==> config.mk <==
export PLATFORM = sky130hd
export DESIGN_NAME = hb_sample_fifo_periph
export DESIGN_NICKNAME = d
export VERILOG_FILES = /design/src/rtl/hb_periph_pkg.sv /design/src/rtl/hb_sample_fifo.sv /design/src/rtl/hb_sample_fifo_periph.sv
export SDC_FILE = /design/constraint.sdc
export NUM_CORES = 1
export LEC_CHECK = 0
export ABC_AREA = 0
export BUFFER_PORTS_ARGS = -buffer_cell sky130_fd_sc_hd__buf_2
export CORE_MARGIN = 1
export CORE_UTILIZATION = 35
export DETAILED_ROUTE_END_ITERATION = 6
export PLACE_DENSITY = 0.6
export SYNTH_ARGS = -nofsm -noshare
export SYNTH_HDL_FRONTEND = slang
export SYNTH_SLANG_ARGS = --single-unit
==> constraint.sdc <==
create_clock -name HCLK -period 5.4 [get_ports HCLK]
set_input_delay 0 -clock HCLK [delete_from_list [all_inputs] [get_ports HCLK]]
set_output_delay 0 -clock HCLK [all_outputs]
set_load 0.02 [all_outputs]
==> src/rtl/hb_periph_pkg.sv <==
// Shared definitions for the heartbeat sample FIFO peripheral.
//   reg_off_e   : per-channel register offsets (HADDR[3:2])
//   ctrl_t      : CTRL register layout (16 bits, zero-extended on the bus)
//   ST_*        : STATUS register bit positions
//   HTRANS_IDLE : AHB "no transfer" encoding
package hb_periph_pkg;

    typedef enum logic [1:0] {
        REG_DATA    = 2'd0,
        REG_STATUS  = 2'd1,
        REG_CTRL    = 2'd2,
        REG_OVF_CNT = 2'd3
    } reg_off_e;

    typedef struct packed {
        logic [7:0] thresh;   // [15:8] IRQ level, clamped to FIFO_DEPTH when used
        logic [3:0] rsvd;     // [7:4]
        logic       flush;    // [3] write-1 pulse, never stored
        logic       irq_en;   // [2]
        logic       drop;     // [1] 1: discard on full, 0: backpressure
        logic       en;       // [0]
    } ctrl_t;

    localparam int ST_EMPTY   = 0;
    localparam int ST_FULL    = 1;
    localparam int ST_OVF     = 2;
    localparam int ST_CNT_LSB = 8;

    localparam logic [1:0] HTRANS_IDLE = 2'b00;

endpackage

==> src/rtl/hb_sample_fifo.sv <==
// Synchronous FIFO holding samples for one producer channel.
//   HCLK, HRESETn : clock, async active-low reset (pointers/count cleared)
//   push, pop     : requests; ignored when full / empty respectively
//   flush         : empties the FIFO, wins over push and pop that cycle
//   wdata, rdata  : write data; rdata shows the head entry (valid when !empty)
//   count         : occupancy 0..FIFO_DEPTH
//   full, empty   : decoded from count
module hb_sample_fifo #(
    parameter int  DATA_W     = 32,
    parameter int  FIFO_DEPTH = 8,
    localparam int PTR_W      = $clog2(FIFO_DEPTH),
    localparam int CNT_W      = PTR_W + 1
) (
    input  logic              HCLK,
    input  logic              HRESETn,
    input  logic              push,
    input  logic              pop,
    input  logic              flush,
    input  logic [DATA_W-1:0] wdata,
    output logic [DATA_W-1:0] rdata,
    output logic [CNT_W-1:0]  count,
    output logic              full,
    output logic              empty
);

    logic [DATA_W-1:0] mem [FIFO_DEPTH];
    logic [PTR_W-1:0]  wr_ptr;
    logic [PTR_W-1:0]  rd_ptr;
    logic              do_push;
    logic              do_pop;

    assign full    = (count == CNT_W'(FIFO_DEPTH));
    assign empty   = (count == '0);
    assign do_push = push && !full && !flush;
    assign do_pop  = pop && !empty && !flush;
    assign rdata   = mem[rd_ptr];

    // Depth is a power of two, so pointers wrap by plain overflow.
    always_ff @(posedge HCLK or negedge HRESETn) begin
        if (!HRESETn) begin
            wr_ptr <= '0;
            rd_ptr <= '0;
            count  <= '0;
        end else if (flush) begin
            wr_ptr <= '0;
            rd_ptr <= '0;
            count  <= '0;
        end else begin
            if (do_push) wr_ptr <= wr_ptr + PTR_W'(1);
            if (do_pop)  rd_ptr <= rd_ptr + PTR_W'(1);
            case ({do_push, do_pop})
                2'b10:   count <= count + CNT_W'(1);
                2'b01:   count <= count - CNT_W'(1);
                default: count <= count;
            endcase
        end
    end

    always_ff @(posedge HCLK) begin
        if (do_push) mem[wr_ptr] <= wdata;
    end

endmodule

==> src/rtl/hb_sample_fifo_periph.sv <==
// AHB-Lite slave capturing samples from NUM_CH producers into per-channel FIFOs.
//   HCLK, HRESETn                 : bus clock, async active-low reset
//   HSEL, HWRITE, HTRANS, HADDR   : AHB address phase
//   HWDATA                        : write data (data phase)
//   HRDATA                        : registered read data
//   IO_SAMPLE, IO_SAMPLE_VLD      : producer data / request per channel
//   IO_SAMPLE_ACK                 : capture acknowledge per channel
//   IRQ                           : OR of per-channel pending flags
// Address map: HADDR[ADDR_W-1]=0 selects channel HADDR[ADDR_W-2:4], register
// HADDR[3:2] (DATA, STATUS, CTRL, OVF_CNT). Otherwise global; offset 0 is IRQ_PEND.
module hb_sample_fifo_periph
    import hb_periph_pkg::*;
#(
    parameter int NUM_CH     = 2,
    parameter int DATA_W     = 32,
    parameter int FIFO_DEPTH = 8,
    parameter int ADDR_W     = 6
) (
    input  logic                     HCLK,
    input  logic                     HRESETn,
    input  logic                     HSEL,
    input  logic                     HWRITE,
    input  logic [1:0]               HTRANS,
    input  logic [ADDR_W-1:0]        HADDR,
    input  logic [31:0]              HWDATA,
    output logic [31:0]              HRDATA,
    input  logic [NUM_CH*DATA_W-1:0] IO_SAMPLE,
    input  logic [NUM_CH-1:0]        IO_SAMPLE_VLD,
    output logic [NUM_CH-1:0]        IO_SAMPLE_ACK,
    output logic                     IRQ
);

    localparam int CNT_W = $clog2(FIFO_DEPTH) + 1;
    localparam int CH_W  = ADDR_W - 5;

    logic [DATA_W-1:0] f_rdata [NUM_CH];
    logic [CNT_W-1:0]  f_count [NUM_CH];
    ctrl_t             ctrl_q  [NUM_CH];
    logic [15:0]       ovf_q   [NUM_CH];
    logic [NUM_CH-1:0] f_full;
    logic [NUM_CH-1:0] f_empty;
    logic [NUM_CH-1:0] sticky_q;
    logic [NUM_CH-1:0] irq_pend;
    logic [NUM_CH-1:0] pop_vec;

    // ---------------- read path (acts in the address phase) ----------------
    logic              rd_req;
    logic [CH_W-1:0]   a_ch;
    logic [31:0]       rd_data;

    assign rd_req = HSEL && (HTRANS != HTRANS_IDLE) && !HWRITE;
    assign a_ch   = HADDR[ADDR_W-2:4];

    always_comb begin
        rd_data = '0;
        pop_vec = '0;
        if (!HADDR[ADDR_W-1]) begin
            if (int'(a_ch) < NUM_CH) begin
                case (reg_off_e'(HADDR[3:2]))
                    REG_DATA: begin
                        // An empty FIFO reads 0 and is left untouched.
                        if (!f_empty[a_ch]) begin
                            rd_data       = 32'(f_rdata[a_ch]);
                            pop_vec[a_ch] = rd_req;
                        end
                    end
                    REG_STATUS: begin
                        rd_data[ST_EMPTY]          = f_empty[a_ch];
                        rd_data[ST_FULL]           = f_full[a_ch];
                        rd_data[ST_OVF]            = sticky_q[a_ch];
                        rd_data[ST_CNT_LSB +: 8]   = 8'(f_count[a_ch]);
                    end
                    REG_CTRL:    rd_data = {16'h0, ctrl_q[a_ch]};
                    REG_OVF_CNT: rd_data = {16'h0, ovf_q[a_ch]};
                endcase
            end
        end else if (HADDR[ADDR_W-2:2] == '0) begin
            rd_data = 32'(irq_pend);
        end
    end

    always_ff @(posedge HCLK or negedge HRESETn) begin
        if (!HRESETn)    HRDATA <= '0;
        else if (rd_req) HRDATA <= rd_data;
    end

    // ---------------- write path (address registered, data next edge) ------
    logic              wr_q;
    logic [ADDR_W-1:0] wr_addr_q;
    logic [CH_W-1:0]   w_ch;
    logic              w_hit_ch;
    reg_off_e          w_reg;

    always_ff @(posedge HCLK or negedge HRESETn) begin
        if (!HRESETn) begin
            wr_q      <= 1'b0;
            wr_addr_q <= '0;
        end else begin
            wr_q <= HSEL && (HTRANS != HTRANS_IDLE) && HWRITE;
            if (HSEL && (HTRANS != HTRANS_IDLE) && HWRITE) wr_addr_q <= HADDR;
        end
    end

    assign w_ch     = wr_addr_q[ADDR_W-2:4];
    assign w_reg    = reg_off_e'(wr_addr_q[3:2]);
    assign w_hit_ch = wr_q && !wr_addr_q[ADDR_W-1] && (int'(w_ch) < NUM_CH);

    // ---------------- per-channel capture ----------------
    // Producer handshake (4-phase): the producer raises VLD with stable data and
    // holds both until ACK=1; ACK then stays 1 until VLD is seen low, and falls on
    // the following edge. A new request is only taken while ACK=0. When the FIFO is
    // full and DROP=0 the request simply waits (ACK held 0); with DROP=1 it is
    // acknowledged and the sample is counted as an overflow.
    for (genvar c = 0; c < NUM_CH; c++) begin : g_ch
        ctrl_t       ctrl_r;
        logic        ack_r;
        logic [15:0] ovf_r;
        logic        sticky_r;
        logic        sel;
        logic        wr_ctrl;
        logic        wr_ovf;
        logic        flush;
        logic        vld;
        logic        accept;
        logic        push;
        logic        drop_hit;
        int          thr_eff;

        assign sel      = w_hit_ch && (int'(w_ch) == c);
        assign wr_ctrl  = sel && (w_reg == REG_CTRL);
        assign wr_ovf   = sel && (w_reg == REG_OVF_CNT);
        assign flush    = wr_ctrl && HWDATA[3];
        assign vld      = IO_SAMPLE_VLD[c];
        // A flush cycle takes no request, so the producer retries into the
        // emptied FIFO instead of losing the sample.
        assign accept   = ctrl_r.en && vld && !ack_r && !flush;
        assign push     = accept && !f_full[c];
        assign drop_hit = accept && f_full[c] && ctrl_r.drop;

        hb_sample_fifo #(
            .DATA_W     (DATA_W),
            .FIFO_DEPTH (FIFO_DEPTH)
        ) u_fifo (
            .HCLK    (HCLK),
            .HRESETn (HRESETn),
            .push    (push),
            .pop     (pop_vec[c]),
            .flush   (flush),
            .wdata   (IO_SAMPLE[c*DATA_W +: DATA_W]),
            .rdata   (f_rdata[c]),
            .count   (f_count[c]),
            .full    (f_full[c]),
            .empty   (f_empty[c])
        );

        always_ff @(posedge HCLK or negedge HRESETn) begin
            if (!HRESETn) begin
                ctrl_r   <= '0;
                ack_r    <= 1'b0;
                ovf_r    <= '0;
                sticky_r <= 1'b0;
            end else begin
                if (wr_ctrl) begin
                    ctrl_r        <= '0;
                    ctrl_r.thresh <= HWDATA[15:8];
                    ctrl_r.irq_en <= HWDATA[2];
                    ctrl_r.drop   <= HWDATA[1];
                    ctrl_r.en     <= HWDATA[0];
                end
                // Release does not depend on EN, so a handshake in flight completes.
                if (push || drop_hit)  ack_r <= 1'b1;
                else if (ack_r && !vld) ack_r <= 1'b0;
                // A clearing write wins over an overflow in the same cycle.
                if (wr_ovf) begin
                    ovf_r    <= '0;
                    sticky_r <= 1'b0;
                end else if (drop_hit) begin
                    if (ovf_r != 16'hFFFF) ovf_r <= ovf_r + 16'd1;
                    sticky_r <= 1'b1;
                end
            end
        end

        assign thr_eff          = (int'(ctrl_r.thresh) > FIFO_DEPTH) ? FIFO_DEPTH
                                                                     : int'(ctrl_r.thresh);
        assign irq_pend[c]      = ctrl_r.irq_en && ((int'(f_count[c]) >= thr_eff) || sticky_r);
        assign ctrl_q[c]        = ctrl_r;
        assign ovf_q[c]         = ovf_r;
        assign sticky_q[c]      = sticky_r;
        assign IO_SAMPLE_ACK[c] = ack_r;
    end

    assign IRQ = |irq_pend;

    logic unused_bits;
    assign unused_bits = ^{HADDR[1:0], wr_addr_q[1:0], HWDATA[31:16], HWDATA[7:4]};

endmodule

==> metrics.txt <==
commonest cells in the netlist edfxtp_1, mux4_2, dfrtp_1; number of port buffers roughly 120; final instance area around 30000 um^2; Reg-to-Reg Start g_ch[0].u_fifo.count[0]; final setup vio count 0; #FFs+latches synth 627; fin crit period roughly 3800 ps; overall routing resource usage 0.1644; FF-to-FF End g_ch[0].u_fifo.count[3]; synthesized area between 20000 and 30000 um^2; drt total wl 59580 um; die outline width between 200 and 300 um; Max Fclk between 200 and 300 MHz; Crit. End Element flop; Setup TNS Final 0 ps; worst vdd ir between 200 and 300 uV; Worst Path Max Fanout 20; Syn Nets 1534; switching pwr ~3400 uW; CP required slightly below 6000 ps; synth unique cells 60; Post-synth ARST share 0.1834; Synth top area share 0.6036; # clock sinks around 630; nets@finish around 1800; max-cap violation count 0; Core Box Area approximately 72000 um^2; Slew @ Worst Pin roughly 1000 ps; clock share of power 0.360; Int Power approximately 9400 uW; drt first-iter violations roughly 1200; DPL Wire Length roughly 38000 um; Warnings, synthesis 0; Clk Latency, worst-skew pair slightly above 600 ps; post-CTS setup buffers 0; worst hold path class input pin to flop; Worst setup SP type input pin; clock root cell clkbuf_16; Tcrit/Tclk final 0.6980; Post-synth EDFFs approximately 500; Max Transition Viols Final 0; antenna violations before repair 4; CTS H-tree lvls 3; CTS tree done; Rel. slew slack 0.3011; Area Growth Syn to Fin 19.72%; PD cells 420.4 nW/um^2; CTS resizes 0; first-pass GRT wire length a little over 90000 um; R2R cell count 9; placed inst area 27340 um^2; Sw Share 0.2667; predominant post-synthesis flop cell edfxtp_1; vias in the first global route 14460; share of layout cells above drive strength 1 0.2719; antenna-violating nets left 0; status completed; Synth area leader edfxtp_1; RePlAce Congestion around 0.9; post-route DRC violation count 0; number of I/O pins 145; Clock Path Buffers 3; Hold Path End g_ch[0].u_fifo.rd_ptr[2]; Initial DRT Pass Iterations 6; Starting Density 0.3551; Final Total Pwr around 13000 uW; sequential share of power 0.472; unrepaired setup endpoints after global routing no; vias per inst between 5 and 6; largest net degree at the start of global routing between 70 and 80; Worst Hold Path Cells 6; Fin. Hold Viols 0; routed vias 13730; ranking of synthesized cells by area edfxtp_1, mux4_2, dfrtp_1, mux2i_1, mux2_2; combinational power share 0.168; LEAKAGE 0.01048 uW; Synth Instances 1400; Rows 98; register area share after synthesis 0.7165; final hold slack around 77 ps; clock skew between 40 and 50 ps; syn avg cell area 18.20 um^2; Die Y 271.8 um; most common cell in the synthesized netlist edfxtp_1; critical path type input pin to flop; total CTS buffers 66; Clock Pin Slew Worst Setup and Hold Paths 60 ps; WP data arrival 4270 ps; drt wl/cell about 22 um; total grt overflow 0; die area 73860 um^2; worst hold start HWRITE; r2r setup slk around 1900 ps
==> layer usage <==
metal / track usage / wire length, um / part of all wire
met5: 0 / 37 / 0.00062
met4: 0.04480 / 1269 / 0.021
met3: 0.04538 / 3905 / 0.066
met2: 0.2693 / 29130 / 0.49
met1: 0.2146 / 25240 / 0.42
==> how the worst max path moves through the flow <==
| stage | startpoint | endpoint | slack, ps | depth (start not counted) |
|---|---|---|---|---|
| CTS | HADDR[3] | g_ch[0].u_fifo.count[3] | 1740 | 13 |
| detailed placement | HADDR[2] | g_ch[0].u_fifo.count[3] | 1660 | 12 |
| floorplan | wr_addr_q[4] | g_ch[1].u_fifo.mem[1][0] | 490 | 5 |
| global route | HADDR[3] | g_ch[0].u_fifo.count[3] | 1390 | 13 |
| global placement | HADDR[2] | g_ch[0].u_fifo.count[3] | 1710 | 12 |
| finish | HADDR[2] | g_ch[0].u_fifo.count[3] | 1630 | 13 |
==> registers in the layout, summed over array words and instances (netlist names) <==
register / flops
g_ch.ovf_r: 32
wr_q: 1
g_ch.sticky_r: 2
g_ch.u_fifo.mem: 512
g_ch.u_fifo.wr_ptr: 6
g_ch.u_fifo.rd_ptr: 6
g_ch.ack_r: 2
HRDATA: 32
g_ch.u_fifo.count: 8
ctrl_q: 22
wr_addr_q: 4
==> critical path: stages <==
cell	delay, ps
dlygate4sd3_1	540
buf_2	150
inv_1	90
ha_1	340
nor2b_1	470
nand3_1	770
nor3_1	640
ha_1	340
a21o_2	220
a21o_1	190
o41ai_1	310
xnor2_1	170
nor2_1	50
==> area by class of cell <==
class / instances / area [um^2]
fillers: 6297 / 41240
flip-flops and latches: 627 / 18270
multi-input cells: 690 / 6939
clock buffers: 87 / 1823
repair buffers: 250 / 1819
well taps: 950 / 1189
clock inverters: 33 / 397.9
inverters: 16 / 60.06
diodes: 1 / 2.502
==> cells in the final DEF (no fill, tap or decap), types with 19 or more instances in the layout <==
cell type,instances
buf_2,121
nand2_1,49
buf_4,38
dfrtp_1,109
edfxtp_1,512
mux2_2,38
dlygate4sd3_1,90
xor2_1,23
nor2_1,92
mux4_2,128
a21oi_1,38
clkbuf_16,68
o21ai_0,37
xnor2_1,19
mux2i_1,59
ha_1,22
==> through the flow <==
step | setup WS [ps] | cells | util
2_1_floorplan | 493.5 | 1400 | -
3_3_place_gp | 1711 | 2442 | 0.3812
3_5_place_dp | 1663 | 2442 | 0.3812
4_1_cts | 1739 | 2653 | 0.4251
5_1_grt | 1394 | 2654 | 0.4251
6_report | 1631 | 2654 | 0.4251
==> cell families (layout without fill, tap and decap cells) <==
kind of cell               count (synthesis)  count (layout)  synth area share
muxes                                    225             225            0.1532
AOI/OAI and AO/OA                        142             142           0.03812
other                                      0               1                 0
buffers and inverters                     83             386           0.01503
and+or+nand+nor                          257             257           0.05035
adders and majority gates                 24              24           0.01238
DFF                                      627             627            0.7165
xor gates and xnor gates                  42              42           0.01444
==> power by group through the flow <==
stage | clock network (uW) | logic, uW | registers, uW
after global routing | 4880 | 2340 | 6120
final | 4610 | 2160 | 6050
after CTS | 4710 | 2200 | 6060
after global placement | 0 | 2080 | 6140
after detailed placement | 0 | 2120 | 6160
after floorplan | 0 | 1620 | 5900
==> what timing repair did <==
action | 4_1_cts | 5_1_grt
hold buffers | 91 | 0
setup endpoints to repair | 0 | 0
hold endpoints to repair | 595 | 0
Power figures use the tool's default switching activity.
